**src/rtl/mac_pkg.sv**
```systemverilog
// rtl/mac_pkg.sv - shared MAC types and constants for the TX and RX datapaths
package mac_pkg;

  typedef enum logic [1:0] {
    IDLE,
    SEND,
    PAD,
    GAP
  } tx_state_e;

  localparam int         MAC_MIN_FRAME   = 60;
  localparam int         MAC_IFG_DEFAULT = 12;
  localparam logic [7:0] PAD_BYTE        = 8'h00;

  function automatic logic [15:0] sat_inc16(input logic [15:0] v);
    return (v == 16'hFFFF) ? v : v + 16'd1;
  endfunction

endpackage

```
**src/rtl/mac_tx_ram.sv**
```systemverilog
// rtl/mac_tx_ram.sv - DEPTH x 9-bit frame byte store, one write port, one async read port
module mac_tx_ram #(
  parameter int DEPTH  = 64,
  parameter int ADDR_W = 6
) (
  input  logic              clk,
  input  logic              wr_en,
  input  logic [ADDR_W-1:0] wr_addr,
  input  logic [8:0]        wr_data,
  input  logic [ADDR_W-1:0] rd_addr,
  output logic [8:0]        rd_data
);

  // Word layout is {last, data}.
  logic [8:0] mem [DEPTH];

  always_ff @(posedge clk) begin
    if (wr_en) mem[wr_addr] <= wr_data;
  end

  assign rd_data = mem[rd_addr];

endmodule

```
**src/rtl/mac_tx_fifo.sv**
```systemverilog
// rtl/mac_tx_fifo.sv - store-and-forward egress byte FIFO toward the MAC with inter-frame gap
// Optional MAC_TX_PAD_EN: zero-pads short frames up to MIN_FRAME bytes.
module mac_tx_fifo
  import mac_pkg::*;
#(
  parameter int DEPTH      = 64,
  parameter int ADDR_W     = 6,
  parameter int IFG_CYCLES = MAC_IFG_DEFAULT,
  parameter int MIN_FRAME  = MAC_MIN_FRAME
) (
  input  logic            clk,
  input  logic            rst_n,
  input  logic            in_valid,
  input  logic [7:0]      in_data,
  input  logic            in_last,
  output logic            in_ready,
  output logic            tx_valid,
  output logic [7:0]      tx_data,
  output logic            tx_last,
  input  logic            tx_ready,
  output logic            tx_fire,
  output logic [ADDR_W:0] frames_queued,
  output logic            underrun_err
);

  if (DEPTH != (1 << ADDR_W) || DEPTH < 16 || IFG_CYCLES < 1 || IFG_CYCLES > 255 ||
      MIN_FRAME < 1 || MIN_FRAME > 65535) begin : g_bad_params
    $error("mac_tx_fifo: illegal parameter set");
  end

  localparam logic [ADDR_W:0] FULL_CNT = (ADDR_W + 1)'(DEPTH);
  localparam logic [ADDR_W:0] ONE      = (ADDR_W + 1)'(1);
  localparam logic [7:0]      IFG_LOAD = 8'(IFG_CYCLES);

  tx_state_e       state, state_n;
  logic [ADDR_W:0] wr_ptr, rd_ptr, count;
  logic [7:0]      gap_cnt, gap_cnt_n;
  logic [15:0]     byte_cnt, byte_cnt_n, head_cnt;
  logic [8:0]      rd_word;
  logic            push, pop, frame_add, frame_ret, end_frame, launch;
  logic            tx_valid_n, tx_last_n, underrun_n;
  logic [7:0]      tx_data_n;

  mac_tx_ram #(.DEPTH(DEPTH), .ADDR_W(ADDR_W)) u_ram (
    .clk     (clk),
    .wr_en   (push),
    .wr_addr (wr_ptr[ADDR_W-1:0]),
    .wr_data ({in_last, in_data}),
    .rd_addr (rd_ptr[ADDR_W-1:0]),
    .rd_data (rd_word)
  );

  assign in_ready  = (count < FULL_CNT);
  assign push      = in_valid && in_ready;
  assign frame_add = push && in_last;
  assign tx_fire   = tx_valid && tx_ready;
  assign head_cnt  = sat_inc16(byte_cnt);
  // A full FIFO with no complete frame must still launch, or an oversized frame deadlocks.
  assign launch    = (frames_queued != '0) || (count == FULL_CNT);

  always_comb begin
    state_n    = state;
    gap_cnt_n  = gap_cnt;
    byte_cnt_n = byte_cnt;
    tx_valid_n = tx_valid;
    tx_data_n  = tx_data;
    tx_last_n  = tx_last;
    underrun_n = 1'b0;
    pop        = 1'b0;
    frame_ret  = 1'b0;
    end_frame  = 1'b0;

    case (state)
      IDLE: begin
        if (launch) begin
          pop     = 1'b1;
          state_n = SEND;
        end
      end
      SEND: begin
        if (tx_fire && tx_last) begin
          end_frame = 1'b1;
`ifndef MAC_TX_PAD_EN
          frame_ret = 1'b1;
`endif
        end else if (tx_fire || !tx_valid) begin
          if (count != '0) begin
            pop = 1'b1;
          end else begin
            tx_valid_n = 1'b0;
            underrun_n = tx_fire;
          end
        end
      end
      PAD: begin
`ifdef MAC_TX_PAD_EN
        if (tx_fire) begin
          if (tx_last) begin
            end_frame = 1'b1;
          end else begin
            tx_data_n  = PAD_BYTE;
            tx_last_n  = (head_cnt >= 16'(MIN_FRAME));
            byte_cnt_n = head_cnt;
          end
        end
`else
        state_n = IDLE;
`endif
      end
      GAP: begin
        tx_valid_n = 1'b0;
        if (gap_cnt <= 8'd1) begin
          // Final gap cycle doubles as IDLE so the idle run is exactly IFG_CYCLES long.
          gap_cnt_n = 8'd0;
          state_n   = IDLE;
          if (launch) begin
            pop     = 1'b1;
            state_n = SEND;
          end
        end else begin
          gap_cnt_n = gap_cnt - 8'd1;
        end
      end
      default: state_n = IDLE;
    endcase

    if (pop) begin
      tx_valid_n = 1'b1;
      tx_data_n  = rd_word[7:0];
      tx_last_n  = rd_word[8];
      byte_cnt_n = head_cnt;
`ifdef MAC_TX_PAD_EN
      frame_ret = rd_word[8];
      if (rd_word[8] && (head_cnt < 16'(MIN_FRAME))) begin
        tx_last_n = 1'b0;
        state_n   = PAD;
      end
`endif
    end

    if (end_frame) begin
      tx_valid_n = 1'b0;
      tx_last_n  = 1'b0;
      gap_cnt_n  = IFG_LOAD;
      byte_cnt_n = 16'd0;
      state_n    = GAP;
    end
  end

  always_ff @(posedge clk or negedge rst_n) begin
    if (!rst_n) begin
      state         <= IDLE;
      wr_ptr        <= '0;
      rd_ptr        <= '0;
      count         <= '0;
      frames_queued <= '0;
      gap_cnt       <= 8'd0;
      byte_cnt      <= 16'd0;
      tx_valid      <= 1'b0;
      tx_data       <= PAD_BYTE;
      tx_last       <= 1'b0;
      underrun_err  <= 1'b0;
    end else begin
      state        <= state_n;
      gap_cnt      <= gap_cnt_n;
      byte_cnt     <= byte_cnt_n;
      tx_valid     <= tx_valid_n;
      tx_data      <= tx_data_n;
      tx_last      <= tx_last_n;
      underrun_err <= underrun_n;
      if (push) wr_ptr <= wr_ptr + ONE;
      if (pop)  rd_ptr <= rd_ptr + ONE;
      case ({push, pop})
        2'b10:   count <= count + ONE;
        2'b01:   count <= count - ONE;
        default: count <= count;
      endcase
      case ({frame_add, frame_ret})
        2'b10:   frames_queued <= frames_queued + ONE;
        2'b01:   frames_queued <= frames_queued - ONE;
        default: frames_queued <= frames_queued;
      endcase
    end
  end

endmodule

```
**config.mk**
```make
export PLATFORM = sky130hd
export DESIGN_NAME = mac_tx_fifo
export DESIGN_NICKNAME = d
export VERILOG_FILES = /design/src/rtl/mac_pkg.sv /design/src/rtl/mac_tx_ram.sv /design/src/rtl/mac_tx_fifo.sv
export SDC_FILE = /design/constraint.sdc
export NUM_CORES = 1
export LEC_CHECK = 0
export CAP_MARGIN = 10
export CELL_PAD_IN_SITES_DETAIL_PLACEMENT = 0
export CELL_PAD_IN_SITES_GLOBAL_PLACEMENT = 1
export CORE_MARGIN = 5
export CORE_UTILIZATION = 55
export DETAILED_ROUTE_END_ITERATION = 7
export PLACE_DENSITY_LB_ADDON = 0.1
export RECOVER_POWER = 25
export SLEW_MARGIN = 10
export SYNTH_ARGS = -nofsm -noshare
export SYNTH_HDL_FRONTEND = slang
export SYNTH_SLANG_ARGS = --single-unit
```
**constraint.sdc**
```tcl
create_clock -name clk -period 5.24 [get_ports clk]
set_input_delay 1.048 -clock clk [delete_from_list [all_inputs] [get_ports clk]]
set_output_delay 1.048 -clock clk [all_outputs]
set_load 0.02 [all_outputs]
```
=== Word level (Yosys, flattened, before mapping) ===
Memory sizes are Yosys's and may differ from the RTL's.
Cells that the tools add are included.

* Register bits after elaboration: 49
* Input bits: 13
* Word-level logic and storage cells: 83
* Bits in writable memories: 576
* Output and inout port bits: 20
* Memories: 1

{| class="wikitable"
|+ Memory list
! name !! words !! width !! rd ports !! clocked after Yosys merged registers in !! write ports !! line !! RTL
|-
| u_ram.mem || 64 || 9 || 1 || 0 || 1 || mac_tx_ram.sv:15 || <nowiki>logic [8:0] mem [DEPTH];</nowiki>
|}

* Reductions and logical operators: 18
* Mux-type cells: 32
* $lt $le $gt $ge: 2
* $add $sub $neg: 7
* Equality and inequality tests: 13

{| class="wikitable"
|+ Operator list
! kind !! count
|-
| 7-bit by 1-bit adder with 7-bit output (second input constant) || 4
|-
| 7-bit one-hot mux with 2 select lines || 2
|-
| 8-bit two-way mux || 3
|-
| 1-bit two-way mux || 21
|-
| 7-bit nonzero test || 2
|-
| 7-bit by 1-bit subtractor with 7-bit output (second input constant) || 2
|-
| 4-bit inequality test (second input constant) || 3
|-
| 2-bit == test (second input constant) || 4
|-
| 8-bit by 1-bit less-or-equal comparator with 1-bit output (second input constant) || 1
|-
| 2-bit nonzero test || 4
|-
| 4-bit nonzero test || 2
|-
| 8-bit by 1-bit subtractor with 8-bit output (second input constant) || 1
|-
| 7-bit == test (second input constant) || 1
|-
| 7-bit < comparator (second input constant) || 1
|-
| 2-bit by 1-bit == test with 1-bit output (second input constant) || 3
|-
| 2-bit two-way mux || 3
|-
| 3-bit inequality test (second input constant) || 2
|-
| 2-bit one-hot mux with 3 select lines || 1
|-
| 1-bit logical AND || 4
|-
| 4-bit AND reduction || 1
|-
| 1-bit one-hot mux with 3 select lines || 1
|-
| 3-bit AND reduction || 1
|-
| 2-bit logical NOT || 1
|-
| 1-bit logical OR || 2
|-
| other kinds (2) || 2
|}

=== Logic depth before layout (Yosys ltp) ===
Gate-level depths: netlist of run 1.

* Depth in word-level cells: 7
* Gate-level depth with buffers: 17
* Gate-level depth less buffers: 16

=== By module ===
A second synthesis of run 1 with hierarchy kept.

* Cells, all modules: 1,277
* Area total of the unflattened synthesis: 25,202.9 µm²

{| class="wikitable"
|+ By module, submodules not included
! module !! area each (µm²) !! cells an instance !! sequential area each (µm²) !! times used
|-
| mac_tx_ram || 22,414.0 || 1,011 || 17,296.6 || 1
|-
| mac_tx_fifo || 2,788.9 || 266 || 1,176.1 || 1
|}

=== Least setup slack after synthesis of run 1 ===
OpenSTA, ideal clock, no wires.

* Path type: input-to-reg
* Start: input port tx_ready
* End: register frames_queued[6]
* Data required time: 5,110 ps
* Arrival: 3,471 ps
* Path buffers: 0
* Cell stages on the path: 13
* Setup slack: 1,640 ps
* Setup time: 130 ps
* Cell sequence: and2_1 nand3_1 inv_1 ha_1 inv_1 fa_1 nor2b_1 o21ai_0 a21oi_1 o21ai_0 nand3_1 or3b_2 xnor2_1

* Cells in the longest elaborated chain, start to end: 6
* Elaborated cells on any way between the ends: 8
* Those cells by class: 2 x eq/ne; 3 x mux; 3 x reduce/logical

{| class="wikitable"
|+ Ends and longest elaborated chain
! what !! line !! RTL
|-
| from (decl) || mac_tx_fifo.sv:20 || <nowiki>input logic tx_ready,</nowiki>
|-
| 1-bit logical AND (*) || mac_tx_fifo.sv:56 || <nowiki>assign tx_fire = tx_valid && tx_ready;</nowiki>
|-
| 1-bit logical AND (*) || mac_tx_fifo.sv:81 || <nowiki>if (tx_fire && tx_last) begin</nowiki>
|-
| 1-bit two-way mux (*) (2 in a row) || - ||
|-
| via end_frame || mac_tx_fifo.sv:40 || <nowiki>logic push, pop, frame_add, frame_ret, end_frame, launch;</nowiki>
|-
| 2-bit by 1-bit == test with 1-bit output or 2-bit == test (tied branches) || mac_tx_fifo.sv:178 || <nowiki>case ({frame_add, frame_ret})</nowiki>
|-
| 7-bit one-hot mux with 2 select lines or 2-bit nonzero test (tied branches) || - ||
|-
| to (signal assigned) || mac_tx_fifo.sv:179 || <nowiki>2'b10: frames_queued <= frames_queued + ONE;</nowiki>
|-
| to (signal assigned) || mac_tx_fifo.sv:180 || <nowiki>2'b01: frames_queued <= frames_queued - ONE;</nowiki>
|-
| to (signal assigned) || mac_tx_fifo.sv:181 || <nowiki>default: frames_queued <= frames_queued;</nowiki>
|-
| to (decl) || mac_tx_fifo.sv:22 || <nowiki>output logic [ADDR_W:0] frames_queued,</nowiki>
|}

Mark *: on every way through the listed nets, which the timed path passes. The rest lies on a longest branch.
A chain may end at the register's enable or synchronous reset.

=== Worst setup path in the final report of run 1 ===
* Start: input port in_valid
* End: memory u_ram.mem[15][2], enable pin

* Cells in the longest elaborated chain, start to end: 3

{| class="wikitable"
|+ Ends and longest elaborated chain
! what !! line !! RTL
|-
| from (decl) || mac_tx_fifo.sv:13 || <nowiki>input logic in_valid,</nowiki>
|-
| 1-bit logical AND || mac_tx_fifo.sv:54 || <nowiki>assign push = in_valid && in_ready;</nowiki>
|-
| 1-bit two-way mux || mac_tx_ram.sv:18 || <nowiki>if (wr_en) mem[wr_addr] <= wr_data;</nowiki>
|-
| 1-bit two-way mux (implied by the code) || mac_tx_ram.sv:18 ||
|-
| to (decl) || mac_tx_ram.sv:15 ||
|}

No other way between the ends.

==> flow_metrics.env, run 1 <==
export IMPL_status="finished with violations"
export IMPL_violations="max-capacitance violations, max-slew violations"
export IMPL_wirelength_um=56800
export IMPL_rows=78
export IMPL_min_from="tx_data[3]$_DFFE_PN0P_"
export IMPL_cts_setup_buffers=0
export IMPL_syn_to_final_growth_pct=10.9
export IMPL_antenna_found_initial=0
export IMPL_end_kind="flip-flop"
export IMPL_critPathMaxStageDelay_ns=0.92
export IMPL_skew_ns=0.0162
export IMPL_r2r_start="frames_queued[1]$_DFFE_PN0P_"
export IMPL_die_x_um=223
export IMPL_slowest_stage="nor2_1"
export IMPL_critPathLaunchType="input port"
export IMPL_tightest_slew_ns=3.38
export IMPL_period_share_pct=70.9
export IMPL_nets=1492
export IMPL_grt_pass1_wl_um=84300
export IMPL_postRouteAntennaNets=0
export IMPL_wire_per_inst_um=27.0
export IMPL_clkTransAtPathRegs_ns=0.06
export IMPL_core_region_area_um2=45200
export IMPL_grt_pass1_vias=12700
export IMPL_period_minus_slack_ns=3.72
export IMPL_placed_area_um2=25900
export IMPL_die_area_um2=49900
export IMPL_drv_slew=503
export IMPL_place_congestion=0.771
export IMPL_io_pins=33
export IMPL_diodes=0
export IMPL_cts_tree="yes"
export IMPL_synth_flop_cell="edfxtp_1"
export IMPL_drt_iter0_drc=1348
export IMPL_ir_drop_uv=370
export IMPL_hp_class="flip-flop to flip-flop"
export IMPL_timing_slew_headroom_pct=-126
export IMPL_cts_root_buffer="clkbuf_16"
export IMPL_hold_depth=2
export IMPL_final_hold_viol_count=0
export IMPL_rr_worst_depth=14
export IMPL_die_h_um=223
export IMPL_synth_distinct_cells=58
export IMPL_worstPathCellList="clkdlybuf4s50_1 -> nor2b_1 -> and2_0 -> nand3_1 -> nor2_1"
export IMPL_grt_max_degree=65
export IMPL_worstPathMaxFanout=10
export IMPL_num_fill_cells=3228
export IMPL_yosys_register_bits=623
export IMPL_synth_area_um2=25100
export IMPL_clock_sinks=623
export IMPL_path_class="input port to flip-flop"
export IMPL_grt_overflow=0
export IMPL_seq_area_frac_synth_pct=73.7
export IMPL_required_ns=5.48
export IMPL_drc=0
export IMPL_setup_violations=0
export IMPL_dr_pass1_iters=5
export IMPL_synthArstFlopShare_pct=7.54
export IMPL_design_area_um2=27800
export IMPL_start_util_pct=55.5
export IMPL_synth_warnings=0
export IMPL_finalSetupTns_ns=0
export IMPL_worstPathArrival_ns=3.96
export IMPL_fmax_mhz=269
export IMPL_htree_levels=2
export IMPL_r2r_slack_ns=1.84
export IMPL_min_delay_worst_endpoint="tx_data[3]$_DFFE_PN0P_"
export IMPL_hpwl_um=33600
export IMPL_rr_endpoint="count[6]$_DFFE_PN0P_"
export IMPL_leakagePower_nw=9.16
export IMPL_cts_resized=0
export IMPL_cellPowerDensity_nw_per_um2=531
export IMPL_drive_gt1_share_pct=15.6
export IMPL_clockBufferDepth=3
export IMPL_syn_instance_count=1406
export IMPL_portBuffers=32
export IMPL_synth_edf_count=576
export IMPL_viasPerCell=6.15
export IMPL_cts_hold_buf=0
export IMPL_cts_buffers_inserted=61
export IMPL_postSynthAreaPerCell_um2=17.8
export IMPL_syn_num_nets=1441
export IMPL_clkLatencyLatePin_ns=0.62
export IMPL_max_cap_violations=8
export IMPL_rsz0062_at_grt="no"
export IMPL_track_usage_pct=22.8
export IMPL_vias=13000
## where the power goes
part / leakage, nW / internal [mW] / switching (mW)
Combinational: 2.46 / 1.83 / 2.56
Clock: 0.941 / 2.33 / 1.82
Sequential: 5.75 / 5.71 / 0.520
Total: 9.16 / 9.87 / 4.89
## sequential cells by signal, indices dropped and copies added, names as in the netlist
name	cells
frames_queued	7
wr_ptr	6
count	7
underrun_err	1
tx_last	1
rd_ptr	6
tx_valid	1
u_ram.mem	576
gap_cnt	8
tx_data	8
state	2
## final cells by class
class,count,area [um^2],area share (%)
clock buffer,69,1600,5.75
clock inverter,45,294,1.06
sequential,623,18500,66.5
timing repair buffer,68,520,1.87
tap,600,751,2.70
inverter,21,83.8,0.302
multi-input combinational,682,6060,21.8
## cell usage in the layout, fill, tap and decap left out, drive strengths merged, types with 4 or more instances in the layout
master	count
a32oi	6
a211oi	44
nor3	5
xnor2	14
xor2	7
clkinv	40
edfxtp	576
a221o	6
nor2	80
o31ai	6
nand2	80
a31oi	4
nand3b	5
buf	36
ha	20
nand3	14
mux4	95
o221ai	16
dfrtp	47
clkbuf	79
o22ai	11
nor2b	28
clkdlybuf4s50	22
inv	21
a21oi	44
o21ai	57
nand2b	6
mux2i	93
## metal layers
layer	track usage, %	vias to the layer above	wire length [um]
li1	-	5698	-
met1	35.0	6725	25200
met2	34.5	470	26300
met3	4.25	70	4150
met4	5.79	0	1160
met5	0	-	0
## how the worst max path moves through the flow
stage / start / to / slack, ns / cells past startpoint
final: in_valid / u_ram.mem[15][2]$_DFFE_PP_ / 1.52 / 5
after global routing: rst_n / rd_ptr[0]$_DFFE_PN0P_ / 1.16 / 2
after CTS: in_valid / u_ram.mem[14][5]$_DFFE_PP_ / 1.53 / 6
after detailed placement: in_valid / u_ram.mem[31][4]$_DFFE_PP_ / 0.88 / 5
after global placement: in_valid / u_ram.mem[14][0]$_DFFE_PP_ / 0.92 / 6
after floorplan: tx_ready / frames_queued[6]$_DFFE_PN0P_ / 1.64 / 13
## cell families (layout without fill, tap and decap cells)
kind of cell               Yosys count  after routing  share of synthesized area [%]
and+or+nand+nor                    237            237                           4.37
xor gates and xnor gates            21             21                          0.734
muxes                              191            191                           12.4
DFF                                623            623                           73.7
AOI/OAI and AO/OA                  211            211                           5.51
adders and majority gates           22             22                           1.16
buffers and inverters              101            203                           2.15
## through the flow
step	power [mW]	std cells	util (%)	worst slack (ns)	hold WS [ns]
floorplan	9.28	1406	-	1.64	0.446
global placement	10.7	1994	57.4	0.919	0.467
detailed placement	10.7	1994	57.4	0.876	0.482
CTS	14.9	2108	61.6	1.53	0.496
global route	15.4	2108	61.5	1.16	0.523
finish	14.8	2108	61.5	1.52	0.491
## synthesized netlist by cell type (16+ instances only)
cell | n | area, um^2
nor2b_1 | 28 | 175
a21oi_1 | 44 | 220
mux2i_1 | 93 | 931
nand2_1 | 80 | 300
ha_1 | 20 | 250
edfxtp_1 | 576 | 17300
nor2_1 | 80 | 300
inv_1 | 20 | 75.1
clkbuf_1 | 26 | 97.6
buf_2 | 30 | 150
o21ai_0 | 50 | 250
o221ai_1 | 16 | 140
a211oi_1 | 44 | 330
dfrtp_1 | 47 | 1180
mux4_2 | 95 | 2140
## worst max-delay path: cells and delay by family
| family | cells | cell delay (ns) |
|---|---|---|
| AND/OR/NAND/NOR | 4 | 2.42 |
| buffers and inverters | 1 | 0.48 |
Power figures use the tool's default switching activity.
==> run 2, diff against run 1 <==
CORE_UTILIZATION = 49   (was 55)
clock period = 3.2 ns   (was 5.24 ns; I/O delays follow)
==> flow_metrics.env, run 2 (same netlist as run 1, synthesis figures left out) <==
export IMPL_status="finished with violations"
export IMPL_violations="max-capacitance violations, max-slew violations"
export IMPL_rsz0062_at_grt="no"
export IMPL_reg_top3="u_ram.mem (576), gap_cnt (8), tx_data (8)"
export IMPL_drc=0
export IMPL_fin_ws_ns=0.103
export IMPL_timing_slew_headroom_pct=-36.0
export IMPL_start_util_pct=49.8
export IMPL_core_region_area_um2=50400
export IMPL_period_minus_slack_ns=3.10
export IMPL_path_class="flip-flop to flip-flop"
export IMPL_vias=13300
export IMPL_track_usage_pct=21.1
export IMPL_largest_reg_flops=576
export IMPL_hpwl_um=37400
export IMPL_whs_ns=0.328
export IMPL_finalSetupTns_ns=0
export IMPL_grt_overflow=0
export IMPL_diodes=0
export IMPL_max_cap_violations=4
export IMPL_antenna_found_initial=0
export IMPL_fmax_mhz=323
export IMPL_combPwrFrac_pct=32.7
export IMPL_cts_hold_buf=0
export IMPL_nets=1626
export IMPL_hp_class="input port to flip-flop"
export IMPL_ir_drop_uv=617
export IMPL_period_share_pct=96.8
export IMPL_layout_common_cells="576 x edfxtp_1, 147 x buf_4, 95 x mux4_2"
export IMPL_clockBufferDepth=3
export IMPL_grt_pass1_vias=13500
export IMPL_die_area_um2=55800
export IMPL_clock_sinks=623
export IMPL_cts_root_buffer="clkbuf_16"
export IMPL_skew_ns=0.0234
export IMPL_worstPathArrival_ns=3.54
export IMPL_drive_gt1_share_pct=22.0
export IMPL_critPathLaunchType="flip-flop"
export IMPL_cellPowerDensity_nw_per_um2=869
export IMPL_io_pins=33
export IMPL_num_fill_cells=3900
export IMPL_p_sw_share_pct=32.6
export IMPL_syn_to_final_growth_pct=15.7
export IMPL_clkPwrFrac_pct=27.8
export IMPL_htree_levels=3
export IMPL_die_x_um=236
export IMPL_final_common_cell="edfxtp_1"
export IMPL_clkTransAtPathRegs_ns=0.06
export IMPL_final_hold_viol_count=0
export IMPL_leakagePower_nw=9.85
export IMPL_viasPerCell=5.77
export IMPL_worstPathMaxFanout=18
export IMPL_top_register="u_ram.mem"
export IMPL_drv_slew=135
export IMPL_setup_violations=0
export IMPL_drt_iter0_drc=1340
export IMPL_dp_slack_ns=-0.332
export IMPL_wire_per_inst_um=25.6
export IMPL_dr_pass1_iters=5
export IMPL_required_ns=3.65
export IMPL_grt_pass1_wl_um=87800
export IMPL_cts_buffers_inserted=67
export IMPL_rows=82
export IMPL_die_h_um=236
export IMPL_p_sw_mw=8.21
export IMPL_cts_tree="yes"
export IMPL_r2r_slack_ns=0.10
export IMPL_intPower_mw=17.0
export IMPL_postRouteAntennaNets=0
export IMPL_tightest_slew_ns=2.04
export IMPL_finalPower_mw=25.2
export IMPL_grt_max_degree=65
export IMPL_end_kind="flip-flop"
export IMPL_clkLatencyLatePin_ns=0.59
export IMPL_portBuffers=32
export IMPL_seqPwrFrac_pct=39.5
export IMPL_place_congestion=0.813
export IMPL_wirelength_um=58900
[run 2: cell type report]
type | instances | area, um^2 | share of cell area (%)
clock buffers | 87 | 1760 | 6.07
inverters | 21 | 83.8 | 0.289
multi-input cells | 682 | 6070 | 20.9
well taps | 672 | 841 | 2.90
flip-flops and latches | 623 | 18500 | 63.7
clock inverters | 25 | 180 | 0.621
repair buffers | 196 | 1580 | 5.44
[run 2: critical path, cell delays in order, from the launching register on]
cell      delay (ns)
dfrtp_4         0.64
buf_12          0.24
nor2_1          0.72
a211oi_1        0.28
a221oi_1        0.37
buf_4           0.18
nor3_1          0.04
a31oi_1         0.37
o21ai_1         0.10
[run 2: worst paths after layout]
check                           cells after the start                        end                   start
worst min register to register                      1     gap_cnt[7]$_DFFE_PN0P_  gap_cnt[7]$_DFFE_PN0P_
min in group asynchronous                           1       count[1]$_DFFE_PN0P_                   rst_n
worst max register to register                      8     tx_data[7]$_DFFE_PN0P_   rd_ptr[1]$_DFFE_PN0P_
worst min-delay path                                1  u_ram.mem[5][3]$_DFFE_PP_              in_data[3]
worst max-delay path                                8     tx_data[7]$_DFFE_PN0P_   rd_ptr[1]$_DFFE_PN0P_
max in group asynchronous                           2     gap_cnt[0]$_DFFE_PN0P_                   rst_n
[run 2: through the flow]
step,instance area [um^2],util (%),instances
finish,29000,57.6,2306
global route,29000,57.6,2306
detailed placement,27100,53.7,2192
global placement,27100,53.7,2192
floorplan,25100,-,1406
CTS,29000,57.6,2304
[run 2: timing repair]
| item | 4_1_cts | 5_1_grt |
|---|---|---|
| resized for setup | 0 | 6 |
| setup buffers | 0 | 2 |
| endpoints found under the setup margin | 0 | 2 |
[run 2: layer usage]
layer,share of wire (%),GRT usage [%]
met1,45,30.9
met2,47,32.8
met3,5.9,4.50
met4,2.2,5.26
met5,0,0
[run 2: power by group through the flow]
stage               Combinational, mW  Sequential (mW)  Clock, mW
floorplan                        5.39             9.82          0
global placement                 8.18             10.1          0
detailed placement               8.24             10.1          0
CTS                              8.27             9.94       7.15
global route                     8.90             10.0       7.48
finish                           8.24             9.95       7.00
